File: src/rtl/ssd_mux_driver.sv
// ssd_mux_driver: time-multiplexed driver for an N-digit common-anode
// seven-segment bank. It latches 5-bit digit codes and scans one digit per
// slot. Each slot opens with an all-anodes-off interval to suppress ghosting.
// Leading-zero blanking is optional at run time.
// Optional build macro SSD_DP_EN adds the per-digit decimal-point input
// dp_in and the registered output dp_n.
module ssd_mux_driver #(
  parameter int N_DIGITS     = 4,
  parameter int PRESCALE     = 50000,
  parameter int BLANK_CYCLES = 16
) (
  input  logic                  clk,
  input  logic                  rst,
  input  logic                  en,
  input  logic                  load,
  input  logic [5*N_DIGITS-1:0] value_in,
  input  logic                  lzb_en,
`ifdef SSD_DP_EN
  input  logic [N_DIGITS-1:0]   dp_in,
  output logic                  dp_n,
`endif
  output logic [6:0]            seg_n,
  output logic [N_DIGITS-1:0]   an_n
);

  localparam int CW = (PRESCALE > 1) ? $clog2(PRESCALE) : 1;
  localparam int IW = (N_DIGITS > 1) ? $clog2(N_DIGITS) : 1;
  localparam logic [CW-1:0] CNT_MAX = CW'(PRESCALE - 1);
  localparam logic [CW-1:0] BLANK_N = CW'(BLANK_CYCLES);
  localparam logic [IW-1:0] IDX_MAX = IW'(N_DIGITS - 1);

  logic [CW-1:0]                cnt_q, cnt_d;
  logic [IW-1:0]                idx_q, idx_d;
  logic [N_DIGITS-1:0][4:0]     value_q, value_d;
  logic [6:0]                   seg_n_q, seg_n_d;
  logic [N_DIGITS-1:0]          an_n_q, an_n_d;
  logic [N_DIGITS-1:0]          lz_blank;
  logic [4:0]                   code;
  logic                         dark;

  // Segment decode; codes above 0xF show nothing.
  function automatic logic [6:0] seg_decode(input logic [4:0] c);
    case (c)
      5'h00: seg_decode = 7'h40;
      5'h01: seg_decode = 7'h79;
      5'h02: seg_decode = 7'h24;
      5'h03: seg_decode = 7'h30;
      5'h04: seg_decode = 7'h19;
      5'h05: seg_decode = 7'h12;
      5'h06: seg_decode = 7'h02;
      5'h07: seg_decode = 7'h78;
      5'h08: seg_decode = 7'h00;
      5'h09: seg_decode = 7'h18;
      5'h0A: seg_decode = 7'h08;
      5'h0B: seg_decode = 7'h03;
      5'h0C: seg_decode = 7'h46;
      5'h0D: seg_decode = 7'h21;
      5'h0E: seg_decode = 7'h06;
      5'h0F: seg_decode = 7'h0E;
      default: seg_decode = 7'h7F;
    endcase
  endfunction

  // Slot counter and digit index; both freeze while en is low.
  always_comb begin
    cnt_d = cnt_q;
    idx_d = idx_q;
    if (en) begin
      if (cnt_q == CNT_MAX) begin
        cnt_d = '0;
        idx_d = (idx_q == IDX_MAX) ? '0 : IW'(idx_q + 1'b1);
      end else begin
        cnt_d = CW'(cnt_q + 1'b1);
      end
    end
  end

  // Digit capture on the load strobe.
  always_comb begin
    value_d = value_q;
    if (load) value_d = value_in;
  end

  // Leading-zero run from the top digit down; digit 0 is never blanked.
  always_comb begin
    logic run;
    run      = 1'b1;
    lz_blank = '0;
    for (int k = N_DIGITS - 1; k > 0; k--) begin
      run         = run & (value_q[k] == 5'h00);
      lz_blank[k] = run;
    end
  end

  // Next pin values from the current scan state.
  always_comb begin
    dark = !en || (cnt_q < BLANK_N);
    code = value_q[idx_q];
    if (lzb_en && lz_blank[idx_q]) code = 5'h1F;
    if (dark) begin
      seg_n_d = 7'h7F;
      an_n_d  = '1;
    end else begin
      seg_n_d = seg_decode(code);
      an_n_d  = ~(N_DIGITS'(1) << idx_q);
    end
  end

  // State and output registers.
  always_ff @(posedge clk or posedge rst) begin
    if (rst) begin
      cnt_q   <= '0;
      idx_q   <= '0;
      value_q <= {N_DIGITS{5'h1F}};
      seg_n_q <= 7'h7F;
      an_n_q  <= '1;
    end else begin
      cnt_q   <= cnt_d;
      idx_q   <= idx_d;
      value_q <= value_d;
      seg_n_q <= seg_n_d;
      an_n_q  <= an_n_d;
    end
  end

  assign seg_n = seg_n_q;
  assign an_n  = an_n_q;

`ifdef SSD_DP_EN
  logic [N_DIGITS-1:0] dp_q, dp_d;
  logic                dp_n_q, dp_n_d;

  // Decimal points ride along with the digit codes; leading-zero blanking
  // does not suppress them.
  always_comb begin
    dp_d   = load ? dp_in : dp_q;
    dp_n_d = dark ? 1'b1 : ~dp_q[idx_q];
  end

  // Decimal-point registers.
  always_ff @(posedge clk or posedge rst) begin
    if (rst) begin
      dp_q   <= '0;
      dp_n_q <= 1'b1;
    end else begin
      dp_q   <= dp_d;
      dp_n_q <= dp_n_d;
    end
  end

  assign dp_n = dp_n_q;
`endif

endmodule

File: config.mk
export PLATFORM = sky130hd
export DESIGN_NAME = ssd_mux_driver
export DESIGN_NICKNAME = d
export VERILOG_FILES = /design/src/rtl/ssd_mux_driver.sv
export SDC_FILE = /design/constraint.sdc
export NUM_CORES = 1
export LEC_CHECK = 0
export BUFFER_PORTS_ARGS = -buffer_cell sky130_fd_sc_hd__buf_4
export CAP_MARGIN = 0
export CORE_AREA = 2 2 77 79
export DETAILED_ROUTE_END_ITERATION = 6
export DIE_AREA = 0 0 79 81
export PLACE_DENSITY = 0.65
export SLEW_MARGIN = 20
export SYNTH_ARGS = -nofsm -noshare
export SYNTH_HDL_FRONTEND = slang
export SYNTH_SLANG_ARGS = --single-unit
File: constraint.sdc
create_clock -name clk -period 2.21 [get_ports clk]
set_input_delay 0.3315 -clock clk [delete_from_list [all_inputs] [get_ports clk]]
set_output_delay 0.3315 -clock clk [all_outputs]
set_load 0.005 [all_outputs]
==> results of run 1 <==
[flip-flops by register name, summed over array words and instances (netlist names)]
name	cells
value_q	20
cnt_q	16
seg_n	7
an_n	4
idx_q	2
[worst max-delay path: cells and delay by family (launching register included)]
| family | cells | cell delay, ns |
|---|---|---|
| adder cells (fa/ha/maj) | 1 | 0.20 |
| multiplexers | 1 | 0.30 |
| AND/OR/NAND/NOR | 4 | 0.95 |
| AO/OA/AOI/OAI | 3 | 0.35 |
| flip-flops | 1 | 0.38 |
[stage by stage]
| stage | area (µm²) | setup TNS, ns |
|---|---|---|
| finish | 3080 | -0.0356 |
| global route | 3080 | -0.260 |
| floorplan | 2460 | -0.0217 |
| CTS | 3010 | -0.0714 |
| global placement | 2890 | -0.0836 |
| detailed placement | 2890 | -0.109 |
[area by class of cell]
class / count / area [µm²]
Sequential cell: 49 / 1260
Clock inverter: 1 / 5.00
Timing Repair Buffer: 52 / 390
Clock buffer: 7 / 96.3
Multi-Input combinational cell: 142 / 1200
Fill cell: 513 / 2590
Inverter: 10 / 37.5
Tap cell: 75 / 93.8
[cells by family after synthesis]
| logic type | after synthesis | synth area share (%) |
|---|---|---|
| AND/OR/NAND/NOR | 69 | 14.2 |
| XOR/XNOR | 11 | 3.93 |
| multiplexers | 29 | 15.6 |
| AO/OA/AOI/OAI | 23 | 6.48 |
| adder cells (fa/ha/maj) | 10 | 5.10 |
| flip-flops | 49 | 51.6 |
| buffers and inverters | 16 | 3.16 |
[report_power, final]
| group | switching (W) | internal [W] |
|---|---|---|
| logic | 0.000160 | 0.000217 |
| registers | 0.0000909 | 0.00103 |
| clock network | 0.000284 | 0.000283 |
[metal layers]
metal  track usage [%]  vias to the layer above  part of all wire, %
li1                  -                      849                    -
met4              6.90                        0                  2.6
met3              3.44                       11                  5.2
met5                 0                        -                    0
met1              21.7                      846                   46
met2              24.4                       48                   46
[synthesized netlist by cell type (all sizes together) (2+ instances only)]
library cell / number / area share (%)
a21oi: 4 / 0.97
and4: 2 / 0.71
buf: 4 / 1.3
clkbuf: 2 / 0.31
dfrtp: 18 / 18
dfstp: 31 / 33
ha: 10 / 5.1
inv: 10 / 1.5
mux2: 21 / 9.6
mux2i: 3 / 1.2
mux4: 5 / 4.7
nand2: 13 / 2.0
nand2b: 2 / 0.51
nand3: 11 / 2.2
nand4: 5 / 1.3
nor2: 18 / 2.8
nor3: 5 / 1.0
nor4: 4 / 1.0
o21ai: 7 / 1.4
o221ai: 4 / 1.4
or2: 3 / 0.76
or4: 2 / 0.76
xnor2: 7 / 2.5
xor2: 4 / 1.4
[worst max path at each step]
| stage | startpoint | to | slack, ns | cells after the start |
|---|---|---|---|---|
| after floorplan | value_q[14] | seg_n[3] | -0.02 | 9 |
| after global placement | value_q[14] | seg_n[3] | -0.08 | 9 |
| after detailed placement | value_q[14] | seg_n[3] | -0.11 | 9 |
| after CTS | value_q[14] | seg_n[3] | -0.07 | 9 |
| after global routing | value_q[11] | seg_n[3] | -0.1 | 9 |
| final | value_q[11] | seg_n[3] | -0.04 | 9 |
[repair_timing]
| item | 4_1_cts | 5_1_grt |
|---|---|---|
| endpoints found under the setup margin | 3 | 7 |
| gates resized for setup | 1 | 17 |
| buffers inserted | 1 | 0 |
| pin swaps | 5 | 10 |
==> results_tabular.tex, run 1 <==
\begin{tabular}{lr}
\hline
Metric & Value \\
\hline
\multicolumn{2}{l}{\textbf{Drt}} \\
DRT iter0 DRCs & 85 \\
Drt first pass iters & 4 \\
Count of vias placed by the detailed router & 1754 \\
Remaining DRCs & 0 \\
Final wirelength & 4620 µm \\
ANT nets after route & 0 \\
Detail-routed net length per standard cell & 13.7 µm \\
Via count normalized by instance count & 5.22 \\
\multicolumn{2}{l}{\textbf{Logic synthesis}} \\
Flip-flop and latch count after synthesis & 49 \\
Proportion of synthesized chip area in sequential cells & 51.6\% \\
Synth Flop Type & sky130\_fd\_sc\_hd\_\_dfstp\_2 \\
Syn. warnings & 0 \\
Synthesized area & 2450 µm² \\
Mean cell area of the mapped netlist & 11.9 µm² \\
Synthesized netlist net count & 242 \\
Gate Count Post-Synth & 207 \\
Count of flip-flops with a built-in enable after synthesis & 0 \\
Post-synthesis async set-or-reset flop share & 100\% \\
Count of unique library cells instantiated by Yosys & 42 \\
\multicolumn{2}{l}{\textbf{Critical path}} \\
Launch point of the worst reg-to-reg path & value\_q[11] \\
Endpoint of the worst register-to-register path & seg\_n[3] \\
Required time of the critical path & 2.44 ns \\
Reg2reg setup slack & -0.04 ns \\
Nature of the critical path startpoint & flip-flop \\
Crit Path Category & flip-flop to flip-flop \\
Crit path largest cell delay & 0.56 ns \\
Path depth of the worst reg2reg path & 9 \\
Worst-path fanout max & 4 \\
Arrival time at the worst endpoint & 2.48 ns \\
Cell with the largest stage delay on the worst path & sky130\_fd\_sc\_hd\_\_or4\_4 \\
Critical-path cell list & or4\_4, o21ai\_2, a32oi\_2, nor2\_4, or2\_4, ha\_4, mux2\_4, a21oi\_2, nand2\_1 \\
Category of the worst setup path capture point & flip-flop \\
\multicolumn{2}{l}{\textbf{Layout}} \\
Area growth, synth to finish & 25.7\% \\
Most frequent standard cell in the layout excluding fill and tap cells & sky130\_fd\_sc\_hd\_\_buf\_4 \\
Final core utilization & 54.3\% \\
Most frequent cells in the layout & sky130\_fd\_sc\_hd\_\_buf\_4 (52), sky130\_fd\_sc\_hd\_\_dfstp\_2 (31), sky130\_fd\_sc\_hd\_\_mux2\_2 (20), sky130\_fd\_sc\_hd\_\_dfrtp\_1 (18), sky130\_fd\_sc\_hd\_\_nor2\_1 (14) \\
Fin nets & 295 \\
Fraction of layout instances using a drive strength above 1 & 51.3\% \\
Antenna diode count & 0 \\
Count of non-filler cells in the finished layout & 336 \\
\multicolumn{2}{l}{\textbf{STA}} \\
Unrepaired setup endpoints after global routing & yes \\
Final-layout worst hold slack & 0.0427 ns \\
Post-layout min period & 2.25 ns \\
Max-slew violation count & 0 \\
Final worst path period share & 102\% \\
Hold violation total from the final report & 0 \\
Setup ws final & -0.0356 ns \\
Normalized max-slew margin & 66.6\% \\
Measured slew at the worst slew-check pin & 0.499 ns \\
Final setup viols & 1 \\
Worst setup skew after layout & 0.00608 ns \\
Max Fclk & 445 MHz \\
\multicolumn{2}{l}{\textbf{Flow run}} \\
Maxcap violations & 0 \\
\multicolumn{2}{l}{\textbf{GRT}} \\
Global-route wire length before repair & 7850 µm \\
Maximum number of pins on one net before global-route repair & 24 \\
Final global-route overflow total & 0 \\
Antenna violations before repair & 0 \\
Number of global-route vias before repair & 1706 \\
GRT Util Overall & 15.9\% \\
\multicolumn{2}{l}{\textbf{Placement}} \\
HPWL after detailed placement & 3330 µm \\
RePlAce Congestion & 0.793 \\
Worst setup slack after placement & -0.109 ns \\
Input/output buffers & 35 \\
Dpl cells & 327 \\
\multicolumn{2}{l}{\textbf{Clocking}} \\
Clock tree sinks & 49 \\
Cell at the root of the clock tree & sky130\_fd\_sc\_hd\_\_clkbuf\_8 \\
Reg clk slew, reported paths & 0.09 ns \\
CTS H-tree lvls & 2 \\
CTS Buf Count & 5 \\
Clock Latency Late Sink & 0.30 ns \\
CTS hold repair buffers & 0 \\
Longest Clk Path Bufs & 2 \\
TritonCTS clock tree & built \\
\multicolumn{2}{l}{\textbf{Die}} \\
Initial core utilization & 43.2\% \\
Die Width & 79 µm \\
Area of the core region & 5680 µm² \\
Height of the chip & 81 µm \\
Die Footprint & 6400 µm² \\
Row count & 28 \\
I/O pins & 36 \\
\multicolumn{2}{l}{\textbf{Power}} \\
Worst vdd ir & 0.348 mV \\
Overall power of the completed layout & 0.00206 W \\
Power density relative to cell area & 669 nW/µm² \\
Leakage power & 1.31 nW \\
\multicolumn{2}{l}{\textbf{Run status}} \\
Violated checks & setup timing \\
Result of the run & complete, but fails checks \\
\multicolumn{2}{l}{\textbf{Hold path}} \\
Worst min-delay path category & input pin to asynchronous set/reset pin \\
\hline
\end{tabular}
No activity file was read; power rests on OpenSTA's default activity.
==> run 2: changes to the inputs <==
- CORE_AREA: 2 2 77 79 -> 3 3 78 80
- DIE_AREA: 0 0 79 81 -> 0 0 81 83
- GPL_TIMING_DRIVEN: default -> 0
==> run 2 against run 1 <==
Effect of this change: the run still ends with setup timing left; cell area down 1.5%; combinational power down 5%; setup slack worse by 0.062 ns; critical path depth unchanged; clock power up 7.6%; via count down 3.8%; sequential share of layout area up 0.61 points; worst hold slack better by 0.052 ns; clock skew up 0.00071 ns; critical endpoint unchanged; largest power group unchanged.
==> results_tabular.tex, run 2 (synthesized netlist as in run 1, its figures left out) <==
\begin{tabular}{lr}
\hline
Metric & Value \\
\hline
\multicolumn{2}{l}{\textbf{Drt}} \\
DRT iter0 DRCs & 77 \\
Via count normalized by instance count & 5.21 \\
Count of vias placed by the detailed router & 1687 \\
Detail-routed net length per standard cell & 14.4 µm \\
Final wirelength & 4680 µm \\
Remaining DRCs & 0 \\
ANT nets after route & 0 \\
Drt first pass iters & 4 \\
\multicolumn{2}{l}{\textbf{Clocking}} \\
Cell at the root of the clock tree & sky130\_fd\_sc\_hd\_\_clkbuf\_8 \\
CTS hold repair buffers & 0 \\
CTS Buf Count & 5 \\
CTS H-tree lvls & 2 \\
Reg clk slew, reported paths & 0.09 ns \\
Clock tree sinks & 49 \\
TritonCTS clock tree & built \\
Longest Clk Path Bufs & 2 \\
Clock Latency Late Sink & 0.31 ns \\
\multicolumn{2}{l}{\textbf{STA}} \\
Worst setup skew after layout & 0.00679 ns \\
Max Fclk & 433 MHz \\
Unrepaired setup endpoints after global routing & yes \\
Setup ws final & -0.0971 ns \\
Max-slew violation count & 0 \\
Hold violation total from the final report & 0 \\
Post-Route Setup TNS & -0.109 ns \\
Final worst path period share & 104\% \\
Measured slew at the worst slew-check pin & 0.601 ns \\
Normalized max-slew margin & 59.9\% \\
Final setup viols & 3 \\
Post-layout min period & 2.31 ns \\
\multicolumn{2}{l}{\textbf{Die}} \\
Row count & 27 \\
I/O pins & 36 \\
Initial core utilization & 44.8\% \\
Die Width & 81 µm \\
Height of the chip & 83 µm \\
Die Footprint & 6720 µm² \\
Area of the core region & 5470 µm² \\
\multicolumn{2}{l}{\textbf{GRT}} \\
GRT busiest layer & met2 \\
Maximum number of pins on one net before global-route repair & 28 \\
GRT Util Overall & 15.4\% \\
Met1 track demand over resource & 21.8\% \\
Final global-route overflow total & 0 \\
Met2 capacity usage during global routing & 23.1\% \\
Global-route wire length before repair & 8070 µm \\
Global routing usage on met3 & 3.80\% \\
Number of global-route vias before repair & 1684 \\
Antenna violations before repair & 0 \\
\multicolumn{2}{l}{\textbf{Layout}} \\
Most frequent standard cell in the layout excluding fill and tap cells & sky130\_fd\_sc\_hd\_\_buf\_4 \\
Most frequent cells in the layout & sky130\_fd\_sc\_hd\_\_buf\_4 (36), sky130\_fd\_sc\_hd\_\_dfstp\_2 (31), sky130\_fd\_sc\_hd\_\_mux2\_2 (20), sky130\_fd\_sc\_hd\_\_dfrtp\_1 (18), sky130\_fd\_sc\_hd\_\_nor2\_1 (15) \\
Flip-flop count of the largest register, all copies and words added & 20 \\
Fraction of layout instances using a drive strength above 1 & 48.0\% \\
Antenna diode count & 0 \\
Filler cell count & 472 \\
Area growth, synth to finish & 23.9\% \\
Fin nets & 286 \\
Register ranked first by flip-flop count & value\_q \\
\multicolumn{2}{l}{\textbf{Critical path}} \\
Nature of the critical path startpoint & flip-flop \\
Crit Path Category & flip-flop to flip-flop \\
Crit path largest cell delay & 0.56 ns \\
Critical-path cell list & or4\_4, o21ai\_2, a32oi\_2, nor2\_4, or2\_4, ha\_4, mux2\_4, a21oi\_2, nand2\_1 \\
Worst-path fanout max & 4 \\
Arrival time at the worst endpoint & 2.54 ns \\
Category of the worst setup path capture point & flip-flop \\
Cell with the largest stage delay on the worst path & sky130\_fd\_sc\_hd\_\_or4\_4 \\
Required time of the critical path & 2.45 ns \\
\multicolumn{2}{l}{\textbf{Power}} \\
Power density relative to cell area & 688 nW/µm² \\
Overall power of the completed layout & 0.00209 W \\
Leakage power & 1.27 nW \\
Worst vdd ir & 0.351 mV \\
\multicolumn{2}{l}{\textbf{Placement}} \\
HPWL after detailed placement & 3450 µm \\
RePlAce Congestion & 0.801 \\
Worst setup slack after placement & -0.240 ns \\
Input/output buffers & 33 \\
\multicolumn{2}{l}{\textbf{Hold path}} \\
Worst min-delay path category & input pin to asynchronous set/reset pin \\
\multicolumn{2}{l}{\textbf{Run status}} \\
Violated checks & setup timing \\
Result of the run & complete, but fails checks \\
\multicolumn{2}{l}{\textbf{Flow run}} \\
Maxcap violations & 0 \\
\hline
\end{tabular}
==> run 2: cell count changes in the layout (fill, tap and decap cells not counted), moves of 2 or more <==
cell                       previous run  this run
sky130_fd_sc_hd__buf_6                0         3
sky130_fd_sc_hd__nor2_2               2         0
sky130_fd_sc_hd__clkbuf_1             0         3
sky130_fd_sc_hd__ha_1                 6         8
sky130_fd_sc_hd__buf_4               52        36
==> run 2: final cells by class <==
type | instances | area, µm² | share of cell area (%)
Sequential cell | 49 | 1260 | 41.6
Multi-Input combinational cell | 142 | 1190 | 39.1
Timing Repair Buffer | 37 | 298 | 9.80
Clock buffer | 8 | 111 | 3.66
Tap cell | 72 | 90.1 | 2.96
Buffer | 6 | 46.3 | 1.52
Inverter | 10 | 40.0 | 1.32
==> run 2: path summary, 6_finish.rpt <==
kind,startpoint,endpoint,slack (ns),cells past startpoint
max reg2reg,value_q[12],seg_n[3],-0.1,9
min,rst,cnt_q[13],0.09,2
max in group asynchronous,rst,value_q[18],1.53,3
min reg2reg,cnt_q[13],cnt_q[13],0.50,1
max,value_q[12],seg_n[3],-0.1,9
min in group clk,value_in[10],value_q[10],0.26,2
==> run 2: critical path: cells and delay by family, from the launching register on <==
family | cells | cell delay [ns]
mux | 1 | 0.30
simple gates | 4 | 0.97
flops | 1 | 0.38
compound gates | 3 | 0.38
fa+ha+maj | 1 | 0.21
==> run 2: power breakdown <==
group / switching, W / internal, W
Clock: 0.000287 / 0.000323
Sequential: 0.0000966 / 0.00103
Combinational: 0.000156 / 0.000203
==> run 2: what timing repair did <==
action,4_1_cts,5_1_grt
pin swaps,6,5
setup buffers,2,1
endpoints found under the hold margin,0,0
gates resized for setup,14,6
endpoints found under the setup margin,5,6
==> run 2: metrics by stage <==
step           hold slack (ns)  instances  area (µm²)  util (%)
2_1_floorplan            0.458        207        2460         -
3_3_place_gp             0.483        312        2800      51.1
3_5_place_dp             0.445        313        2820      51.6
4_1_cts                  0.105        323        3000      54.8
5_1_grt                  0.135        324        3040      55.5
6_report                0.0947        324        3040      55.5
==> run 2: layer usage <==
metal  vias to the layer above  routed length, µm  part of all wire [%]
met5                         -                  0                     0
met4                         0                 72                   1.5
met3                         6                217                   4.6
met2                        35               2180                    47
met1                       821               2210                    47
li1                        825                  -                     -
